**config.mk**
```make
export PLATFORM = sky130hd
export DESIGN_NAME = diclock_ctrl
export DESIGN_NICKNAME = d
export VERILOG_FILES = /design/src/rtl/diclock_ctrl.sv
export SDC_FILE = /design/constraint.sdc
export NUM_CORES = 1
export LEC_CHECK = 0
export ABC_AREA = 0
export CAP_MARGIN = 10
export CORE_ASPECT_RATIO = 0.8
export CORE_MARGIN = 3
export CORE_UTILIZATION = 40
export CTS_BUF_LIST = sky130_fd_sc_hd__clkbuf_2
export CTS_CLUSTER_SIZE = 16
export DETAILED_ROUTE_END_ITERATION = 8
export DONT_BUFFER_PORTS = 1
export PLACE_DENSITY = 0.5
export REMOVE_ABC_BUFFERS = 1
export SYNTH_ARGS = -nofsm -noshare
export SYNTH_HDL_FRONTEND = slang
export SYNTH_SLANG_ARGS = --single-unit
```
**constraint.sdc**
```tcl
create_clock -name clk -period 1.48 [get_ports clk]
set_input_delay 0.296 -clock clk [delete_from_list [all_inputs] [get_ports clk]]
set_output_delay 0.296 -clock clk [all_outputs]
set_load 0.02 [all_outputs]
```
**src/rtl/diclock_ctrl.sv**
```systemverilog
// diclock_ctrl: mode controller and enable sequencer for the digital clock.
// Divides clk into a 1 Hz count tick and a 2 Hz blink toggle. Runs the
// RUN / SET_HOUR / SET_MIN state machine from debounced buttons. Issues
// one-cycle enables to the sec/min/hour BCD counters and blanks the field
// currently being set.
// Ports:
//   clk, cr        - clock, synchronous active-high clear
//   btn_mode       - one-cycle pulse, advance mode
//   btn_inc        - one-cycle pulse, increment selected field
//   secH/secL      - seconds BCD digits read back from the counter
//   minH/minL      - minutes BCD digits read back from the counter
//   sec_en/min_en/hour_en - registered one-cycle counter enables
//   sec_clr        - registered one-cycle seconds clear on SET_MIN -> RUN
//   mode           - registered state: 0 RUN, 1 SET_HOUR, 2 SET_MIN
//   blank_h/blank_m - registered display blanking for the field being set
module diclock_ctrl #(
  parameter int unsigned CLK_HZ = 1000
) (
  input  logic       clk,
  input  logic       cr,
  input  logic       btn_mode,
  input  logic       btn_inc,
  input  logic [3:0] secH,
  input  logic [3:0] secL,
  input  logic [3:0] minH,
  input  logic [3:0] minL,
  output logic       sec_en,
  output logic       min_en,
  output logic       hour_en,
  output logic       sec_clr,
  output logic [1:0] mode,
  output logic       blank_h,
  output logic       blank_m
);

  localparam int unsigned HALF_CNT = CLK_HZ / 2;
  localparam int unsigned DIV_W    = (HALF_CNT > 1) ? $clog2(HALF_CNT) : 1;
  localparam logic [DIV_W-1:0] DIV_LAST = DIV_W'(HALF_CNT - 1);

  localparam logic [1:0] RUN      = 2'd0;
  localparam logic [1:0] SET_HOUR = 2'd1;
  localparam logic [1:0] SET_MIN  = 2'd2;

  logic [DIV_W-1:0] divCnt;
  logic             half;
  logic             blink;
  logic             divWrap;
  logic             tick1;

  logic [1:0] modeNext;
  logic       secEnNext;
  logic       minEnNext;
  logic       hourEnNext;
  logic       secClrNext;
  logic       blankHNext;
  logic       blankMNext;
  logic       secs59;
  logic       mins59;

  // Half-second prescaler; tick1 fires on the wrap that closes each full
  // second, so the first tick comes a whole second after clear.
  assign divWrap = (divCnt == DIV_LAST);
  assign tick1   = divWrap & half;

  always_ff @(posedge clk) begin
    if (cr) begin
      divCnt <= '0;
      half   <= 1'b0;
      blink  <= 1'b0;
    end else if (divWrap) begin
      divCnt <= '0;
      half   <= ~half;
      blink  <= ~blink;
    end else begin
      divCnt <= divCnt + DIV_W'(1);
    end
  end

  // Exact-match compare: non-BCD readback never produces a carry.
  assign secs59 = (secH == 4'd5) && (secL == 4'd9);
  assign mins59 = (minH == 4'd5) && (minL == 4'd9);

  // Next-state and next-output decode; enables come from the current state
  // so a tick coinciding with a mode change out of RUN is still honoured.
  always_comb begin
    modeNext   = mode;
    secEnNext  = 1'b0;
    minEnNext  = 1'b0;
    hourEnNext = 1'b0;
    secClrNext = 1'b0;
    case (mode)
      RUN: begin
        if (btn_mode) modeNext = SET_HOUR;
        if (tick1) begin
          secEnNext  = 1'b1;
          minEnNext  = secs59;
          hourEnNext = secs59 & mins59;
        end
      end
      SET_HOUR: begin
        if (btn_mode)     modeNext   = SET_MIN;
        else if (btn_inc) hourEnNext = 1'b1;
      end
      SET_MIN: begin
        if (btn_mode) begin
          modeNext   = RUN;
          secClrNext = 1'b1;
        end else if (btn_inc) begin
          minEnNext = 1'b1;
        end
      end
      default: modeNext = RUN;
    endcase
    // Gate on the next mode so blanking drops together with leaving the state.
    blankHNext = (modeNext == SET_HOUR) & blink;
    blankMNext = (modeNext == SET_MIN) & blink;
  end

  // State and output registers.
  always_ff @(posedge clk) begin
    if (cr) begin
      mode    <= RUN;
      sec_en  <= 1'b0;
      min_en  <= 1'b0;
      hour_en <= 1'b0;
      sec_clr <= 1'b0;
      blank_h <= 1'b0;
      blank_m <= 1'b0;
    end else begin
      mode    <= modeNext;
      sec_en  <= secEnNext;
      min_en  <= minEnNext;
      hour_en <= hourEnNext;
      sec_clr <= secClrNext;
      blank_h <= blankHNext;
      blank_m <= blankMNext;
    end
  end

endmodule

```
# Word-level counts from Yosys, hierarchy flattened

Cells that the tools add are included.

Add/subtract/negate cells: 1
Equality and inequality tests: 9
Multiplexer cells: 12
Bitwise logic cells: 8
Reduce and logical (&&, ||, !) cells: 6

Operator list:

| kind                                           | count |
|---|---|
| adder 9 x 1 -> 9 bit (second input constant)   | 1 |
| == test 9 bit (second input constant)          | 1 |
| == test 4 x 3 -> 1 bit (second input constant) | 2 |
| == test 4 bit (second input constant)          | 2 |
| 2-to-1 mux 1 bit                               | 6 |
| 2-to-1 mux 2 bit                               | 3 |
| case mux 2 bit (3 select lines)                | 1 |
| OR reduction 2 bit                             | 3 |
| bitwise AND 1 bit                              | 4 |
| == test 2 x 1 -> 1 bit (second input constant) | 2 |
| == test 2 bit (second input constant)          | 2 |
| inverter 1 bit                                 | 4 |
| case mux 1 bit (2 select lines)                | 2 |
| logical AND 1 bit                              | 2 |
| logical NOT 2 bit                              | 1 |

Bits in registers: 19
Bits of input ports: 20
Output and inout port bits: 8
Word-level logic and storage cells: 46

# Longest topological paths before layout

Gate-level depths: netlist of run 1.

Depth after elaboration: 5
Gate-level depth with buffers: 6
Mapped depth without buffers: 5

# Least setup slack after synthesis of run 1

No wires, ideal clock.

Path type: register to register
Start point: register divCnt[0]
End point: register divCnt[6]
Setup time: 115 ps
Data arrival time: 1135 ps
Data required time: 1365 ps
Setup slack: 230 ps
Stages on the path, launching flop included: 7
Buffers on the path: 1
Period minus slack after synthesis: 1250 ps
Cell sequence: dfxtp_1 -> ha_1 -> nand4bb_4 -> nor2_4 -> or2_1 -> buf_6 -> nor2_2

Word-level cells in the longest chain between the ends: 2
Elaborated cells between the ends (all ways): 3
Those cells by class: add/sub (1); eq/ne (1); reduce/logical (1)

Ends and longest elaborated chain:

| item                                                         | line | source |
|---|---|---|
| start, declared                                              | 44   | `logic [DIV_W-1:0] divCnt;` |
| start signal, assigned                                       | 75   | `divCnt <= divCnt + DIV_W'(1);` |
| branches (longest 2 deep; another with adder 9 x 1 -> 9 bit) | -    |  |

Parallel ways; which one is timed is not known.
A chain may end at the register's enable or synchronous reset.

# Final worst setup path of run 1

Start point: register divCnt[0]
End point: register divCnt[0]

The elaborated chain is that of the path after synthesis.

==> results.md, run 1 <==
- Sequential area share after synthesis: 45.9%
- Layout cells sized above 1: 26.2%
- Fin. Hold Viols: 0
- WL/cell: 12.7 um
- # IOs: 28
- Area after DPL: 867 um^2
- Cell Area, Synth: 830 um^2
- Total Routing Usage GR: 11.2%
- Peak VDD IR: 623 uV
- CTS Buf Count: 3
- Comb power frac: 6.6%
- Synth Warn #: 0
- First-pass GRT wire length: 2.24 mm
- Crit-path slowest cell: dfxtp_1
- DR vias: 537
- Met3 wire length: 120 um
- Count of buffers from port buffering: 0
- Average size of a mapped cell: 10.6 um^2
- Setup violations, final: 0
- Area of the core: 1930 um^2
- Leakage: 0.000320 uW
- Netlist cell types: 29
- Clock sink total: 19
- Switch share: 24.6%
- Req. time, crit path: 1.70 ns
- Biggest area consumer among synthesized cells: dfxtp_1
- Area Growth Syn to Fin: 8.14%
- Clock Path Buffers: 2
- Cell Pwr Density: 912 nW/um^2
- Hold depth: 1
- Final Cell Area: 897 um^2
- Final setup TNS: 0 ns
- Max-slew violation count: 0
- Worst path cell trace: ha_1 -> nand4bb_4 -> nor2_4 -> or2_1 -> buf_4 -> nor2_1
- Wire length on met1: 703 um
- Async SR Flop Fraction: 0%
- Largest net degree at the start of global routing: 12
- Clock latency on the worst-skew pair: 0.30 ns
- Reg-to-reg setup timing slack: 0.10 ns
- Postcts setup bufs: 0
- Placed cells: 103
- Fin cells: 108
- Wirelength, routed: 1.37 mm
- RSZ-0062 raised after global routing: false
- Hpwl dp: 1.05 mm
- CTS tree: yes
- Worst Max-Slew Pin Slew: 0.428 ns
- DRC: 0
- Clock share of power: 26.8%
- Met2 WL: 550 um
- Setup CP Type: flip-flop to flip-flop
- Synth top area cells: dfxtp_1 (46%), xnor2_1 (8.4%), nor2_2 (5.3%)
- Setup slack at placement: 0.117 ns
- F_max: 727 MHz
- Overflow after GRT: 0
- Status: complete, no violations
- ANT cells: 0
- Final Net Count: 106
- Worst-path clk slew: 0.17 ns
- Initial DRC count: 7
- R2R Path End: divCnt[0]
- Net switching power: 201 uW
- Fin Hold WS: 0.0363 ns
- Post-synth EDFFs: 0
- Element type at the critical path start: flip-flop
- Final ANT Viol Nets: 0
- Top FF cell, synth: dfxtp_1
- Flop pwr share: 66.6%
- Root Buffer: clkbuf_2
- Synth top area share: 45.9%
- Flop and latch count out of synthesis: 19
- R2R Path Start: divCnt[0]
- Vias in the first global route: 497
- Int Power: 617 uW
- Site Rows: 14
- Initial Util: 43.1%
- Via/cell ratio: 4.97
- Die area: 2660 um^2
- Initial antenna violation count: 0
- First drt pass iteration count: 4
- Worst R2R Path Depth: 6
- Critical Path Max Stage Delay: 0.38 ns
- Top Metal Used: met3
- Critical Path Fanout Max: 9
- Hold Crit Start: cr
- Chip height: 46.7 um
- Setup Skew: 0.00486 ns
- H-tree Lvls: 1
- PnR worst setup slack: 0.104 ns
- Chip Width: 56.9 um
- Final Cycle Share: 93.0%
- Max_slew headroom: 71.4%
- Final Wtd Congestion: 0.759
- Hold endpoint: sec_en
- Setup crit end kind: flip-flop
- Tmin final: 1.38 ns
- Hold WC Path Type: input pin to flip-flop
- MaxCap Viol Count: 0
- Synthesized instance count: 78
- Arr. time, crit path: 1.60 ns
cells in the mapped netlist, types with 2 or more instances:
master	n
nor2_1	9
and4bb_2	3
nand3_1	2
dfxtp_1	19
and3_1	2
nor3_1	2
nand3b_1	3
nand4bb_1	2
xnor2_1	8
nor2_2	7
xor2_1	2
and2_1	2
metrics by stage:
step | utilization [%] | total power [uW]
after floorplan | - | 594
after global placement | 45.0 | 607
after detailed placement | 45.0 | 607
after CTS | 46.0 | 831
after global routing | 46.6 | 862
final | 46.6 | 818
state kept, by name, indices dropped and copies added, names as in the netlist:
| name | cells |
|---|---|
| sec_clr | 1 |
| half | 1 |
| hour_en | 1 |
| divCnt | 9 |
| min_en | 1 |
| blink | 1 |
| sec_en | 1 |
| blank_h | 1 |
| mode | 2 |
| blank_m | 1 |
power groups by stage:
stage          logic [uW]  registers [uW]  clock network (uW)
2_1_floorplan        39.5             555                   0
3_3_place_gp         50.4             557                   0
3_5_place_dp         50.8             557                   0
4_1_cts              51.0             546                 234
5_1_grt              59.8             549                 253
6_report             54.3             545                 219
worst max path at each step:
stage / from / to / slack, ns / depth (start not counted)
finish: divCnt[0] / divCnt[0] / 0.10 / 6
global route: divCnt[0] / divCnt[1] / 0.004 / 6
CTS: divCnt[0] / divCnt[8] / 0.09 / 6
detailed placement: divCnt[0] / divCnt[0] / 0.12 / 6
global placement: divCnt[0] / divCnt[6] / 0.14 / 6
floorplan: divCnt[0] / divCnt[2] / 0.12 / 5
layout make-up:
type | instances | area (um^2)
fillers | 197 | 1030
multi-input cells | 56 | 430
flip-flops and latches | 19 | 380
repair buffers | 4 | 32.5
well taps | 24 | 30.0
clock buffers | 3 | 15.0
clock inverters | 1 | 5.00
inverters | 1 | 3.75
worst max-delay path, delay by kind of cell, from the launching register on:
family | cells | cell delay [ns]
AND/OR/NAND/NOR | 4 | 0.47
buffers and inverters | 1 | 0.18
adder cells (fa/ha/maj) | 1 | 0.26
flip-flops | 1 | 0.38
cell usage in the layout (no fill, tap or decap):
| cell | count |
|---|---|
| and2_1 | 2 |
| inv_1 | 1 |
| clkinv_2 | 1 |
| and4bb_2 | 3 |
| a21oi_2 | 1 |
| xnor2_1 | 8 |
| nand3b_1 | 3 |
| and3b_1 | 1 |
| buf_4 | 3 |
| xor2_1 | 2 |
| a211oi_1 | 1 |
| nand3_1 | 2 |
| or2_1 | 1 |
| and3_1 | 2 |
| and4b_1 | 1 |
| a31oi_1 | 1 |
| clkbuf_2 | 3 |
| nand2_1 | 1 |
| or3b_1 | 1 |
| dfxtp_1 | 19 |
| nor2_1 | 9 |
| nor2_4 | 1 |
| nand4bb_4 | 1 |
| nand4_1 | 1 |
| nor2_2 | 7 |
| nor3_1 | 2 |
| dlygate4sd3_1 | 1 |
| and3_2 | 1 |
| nand4bb_1 | 2 |
| nand4_2 | 1 |
| ha_1 | 1 |
metal layers:
layer / vias up / GRT usage, %
li1: 281 / -
met1: 233 / 15.5
met2: 23 / 15.7
met3: 0 / 5.22
met4: 0 / 2.78
met5: - / 0
kinds of logic (layout without fill, tap and decap cells):
logic type / after synthesis / count (layout) / synth area share [%]
compound gates: 3 / 3 / 2.72
xor+xnor: 10 / 10 / 10.6
fa+ha+maj: 1 / 1 / 1.51
buf+inv: 3 / 9 / 2.26
flops: 19 / 19 / 45.9
simple gates: 42 / 42 / 37.1
repair_timing:
item	in CTS	in global routing
gates resized for setup	0	0
hold buffers	0	1
endpoints found under the hold margin	0	4
(Power assumes the default switching activity.)
==> inputs of run 2 (changes only) <==
Settings changed: CORE_ASPECT_RATIO 0.8 to default.
==> run 2 against run 1 <==
Sequential power hardly changed. Hold slack better by 0.091 ns. Sequential share of layout area shrank 1.2 points. Combinational power is 16% higher. Register-to-register slack gained 0.04 ns. Clock skew is 0.010 ns higher. Cell count up 1.9%. First-iteration DRC count down 14%. Total power is 2.3% higher. Via count grew 6.0%.
==> results.md, run 2 (synthesis gave the netlist of run 1 again) <==
- Max-slew violation count: 0 (unchanged)
- Tmin final: 1.33 ns (was 1.38 ns)
- Initial DRC count: 6 (was 7)
- DRC: 0 (unchanged)
- Wirelength, routed: 1.50 mm (was 1.37 mm)
- Setup Skew: 0.0149 ns (was 0.00486 ns)
- Most frequent cells in the layout: dfxtp_1 (19), nor2_1 (9), xnor2_1 (8) (unchanged)
- Setup CP Type: flip-flop to flip-flop (unchanged)
- H-tree Lvls: 1 (unchanged)
- Peak VDD IR: 450 uV (was 623 uV)
- Root Buffer: clkbuf_2 (unchanged)
- Initial Util: 45.1% (was 43.1%)
- Count of buffers from port buffering: 0 (unchanged)
- Crit-path slowest cell: dfxtp_1 (unchanged)
- Post-CTS sizing: 0 (unchanged)
- Setup violations, final: 0 (unchanged)
- Clock latency on the worst-skew pair: 0.32 ns (was 0.30 ns)
- Final setup TNS: 0 ns (unchanged)
- DR vias: 569 (was 537)
- Reg-to-reg setup timing slack: 0.15 ns (was 0.10 ns)
- CTS Buf Count: 3 (unchanged)
- Area Growth Syn to Fin: 11.3% (was 8.14%)
- CTS tree: yes (unchanged)
- CP top delay family: simple AND/OR/NAND/NOR gates (unchanged)
- Req. time, crit path: 1.74 ns (was 1.70 ns)
- Status: complete, no violations (unchanged)
- Most common cell after layout, fill and taps aside: dfxtp_1 (unchanged)
- Setup crit end kind: flip-flop (unchanged)
- Initial antenna violation count: 0 (unchanged)
- Area of the core: 1840 um^2 (was 1930 um^2)
- Most flops, register: divCnt (unchanged)
- Layout cells sized above 1: 25.9% (was 26.2%)
- Worst-path clk slew: 0.19 ns (was 0.17 ns)
- Worst R2R Path Depth: 6 (unchanged)
- Arr. time, crit path: 1.60 ns (about the same)
- First drt pass iteration count: 3 (was 4)
- Critical Path Fanout Max: 9 (unchanged)
- Final Cell Area: 923 um^2 (was 897 um^2)
- Hold WC Path Type: input pin to flip-flop (unchanged)
- Fin cells: 110 (was 108)
- Largest regs: divCnt: 9 flops, mode: 2 flops (unchanged)
- Number of flip-flops under the largest register name: 9 (unchanged)
- Placed cells: 104 (was 103)
- Largest net degree at the start of global routing: 13 (was 12)
- Clock sink total: 19 (unchanged)
- Hold Buf Count CTS: 1 (was 0)
- Hold Crit Start: btn_mode (was cr)
- Final Cycle Share: 90.2% (was 93.0%)
- Site Rows: 15 (was 14)
- Worst path cell trace: ha_1 -> nand4bb_4 -> nor2_4 -> or2_1 -> buf_12 -> nor2_2 (was ha_1 -> nand4bb_4 -> nor2_4 -> or2_1 -> buf_4 -> nor2_1)
- Clock Path Buffers: 2 (unchanged)
- Fin. Hold Viols: 0 (unchanged)
- Cell Pwr Density: 907 nW/um^2 (was 912 nW/um^2)
- Fin Hold WS: 0.127 ns (was 0.0363 ns)
- Critical Path Max Stage Delay: 0.36 ns (was 0.38 ns)
- R2R Path End: divCnt[2] (was divCnt[0])
- ANT cells: 0 (unchanged)
- Worst Max-Slew Pin Slew: 0.449 ns (was 0.428 ns)
- WL/cell: 13.6 um (was 12.7 um)
- Leakage: 0.000325 uW (was 0.000320 uW)
- RSZ-0062 raised after global routing: false (unchanged)
- Chip height: 51.5 um (was 46.7 um)
- Max_slew headroom: 70.0% (was 71.4%)
- F_max: 749 MHz (was 727 MHz)
- Final Wtd Congestion: 0.687 (was 0.759)
- First-pass GRT wire length: 2.52 mm (was 2.24 mm)
- Element type at the critical path start: flip-flop (unchanged)
- Buf/Inv on CP: 1 (unchanged)
- R2R Path Start: divCnt[0] (unchanged)
- Die area: 2660 um^2 (about the same)
- Overflow after GRT: 0 (unchanged)
- MaxCap Viol Count: 0 (unchanged)
- Total Routing Usage GR: 13.1% (was 11.2%)
- Final Net Count: 107 (was 106)
- Via/cell ratio: 5.17 (was 4.97)
- Postcts setup bufs: 0 (unchanged)
- # IOs: 28 (unchanged)
- Area after DPL: 881 um^2 (was 867 um^2)
- Hold endpoint: mode[1] (was sec_en)
- Chip Width: 51.5 um (was 56.9 um)
- Vias in the first global route: 552 (was 497)
- Hpwl dp: 1.11 mm (was 1.05 mm)
- Hold depth: 2 (was 1)
- Final ANT Viol Nets: 0 (unchanged)
## run 2: power breakdown
part,switching [uW],internal (uW)
logic,26.9,36.1
registers,21.1,525
clock network,165,63.0
## run 2: final cells by class
type / count / area [um^2]
Fill cell: 205 / 916
Multi-Input combinational cell: 56 / 430
Sequential cell: 19 / 380
Timing Repair Buffer: 5 / 55.1
Tap cell: 25 / 31.3
Clock buffer: 3 / 15.0
Clock inverter: 1 / 7.51
Inverter: 1 / 3.75
## run 2: how the worst max path moves through the flow
| stage | startpoint | end | slack, ns | cells after the start |
|---|---|---|---|---|
| 6_report | divCnt[0] | divCnt[2] | 0.15 | 6 |
| 5_1_grt | divCnt[0] | sec_en | 0.06 | 6 |
| 4_1_cts | divCnt[0] | divCnt[2] | 0.13 | 6 |
| 3_5_place_dp | divCnt[0] | divCnt[2] | 0.15 | 6 |
| 3_3_place_gp | divCnt[0] | divCnt[7] | 0.22 | 6 |
| 2_1_floorplan | divCnt[0] | divCnt[2] | 0.12 | 5 |
## run 2: layer usage
layer  routed length, um  GRT usage, %
met5                   0             0
met3                 138          5.73
met4                  28          6.55
met2                 706          21.0
met1                 626          14.7
## run 2: through the flow
step	setup slack (ns)	utilization [%]	power [uW]
after floorplan	0.125	-	594
after global placement	0.224	47.9	612
after detailed placement	0.149	47.9	613
after CTS	0.128	49.7	850
after global routing	0.0566	50.2	886
final	0.146	50.2	837
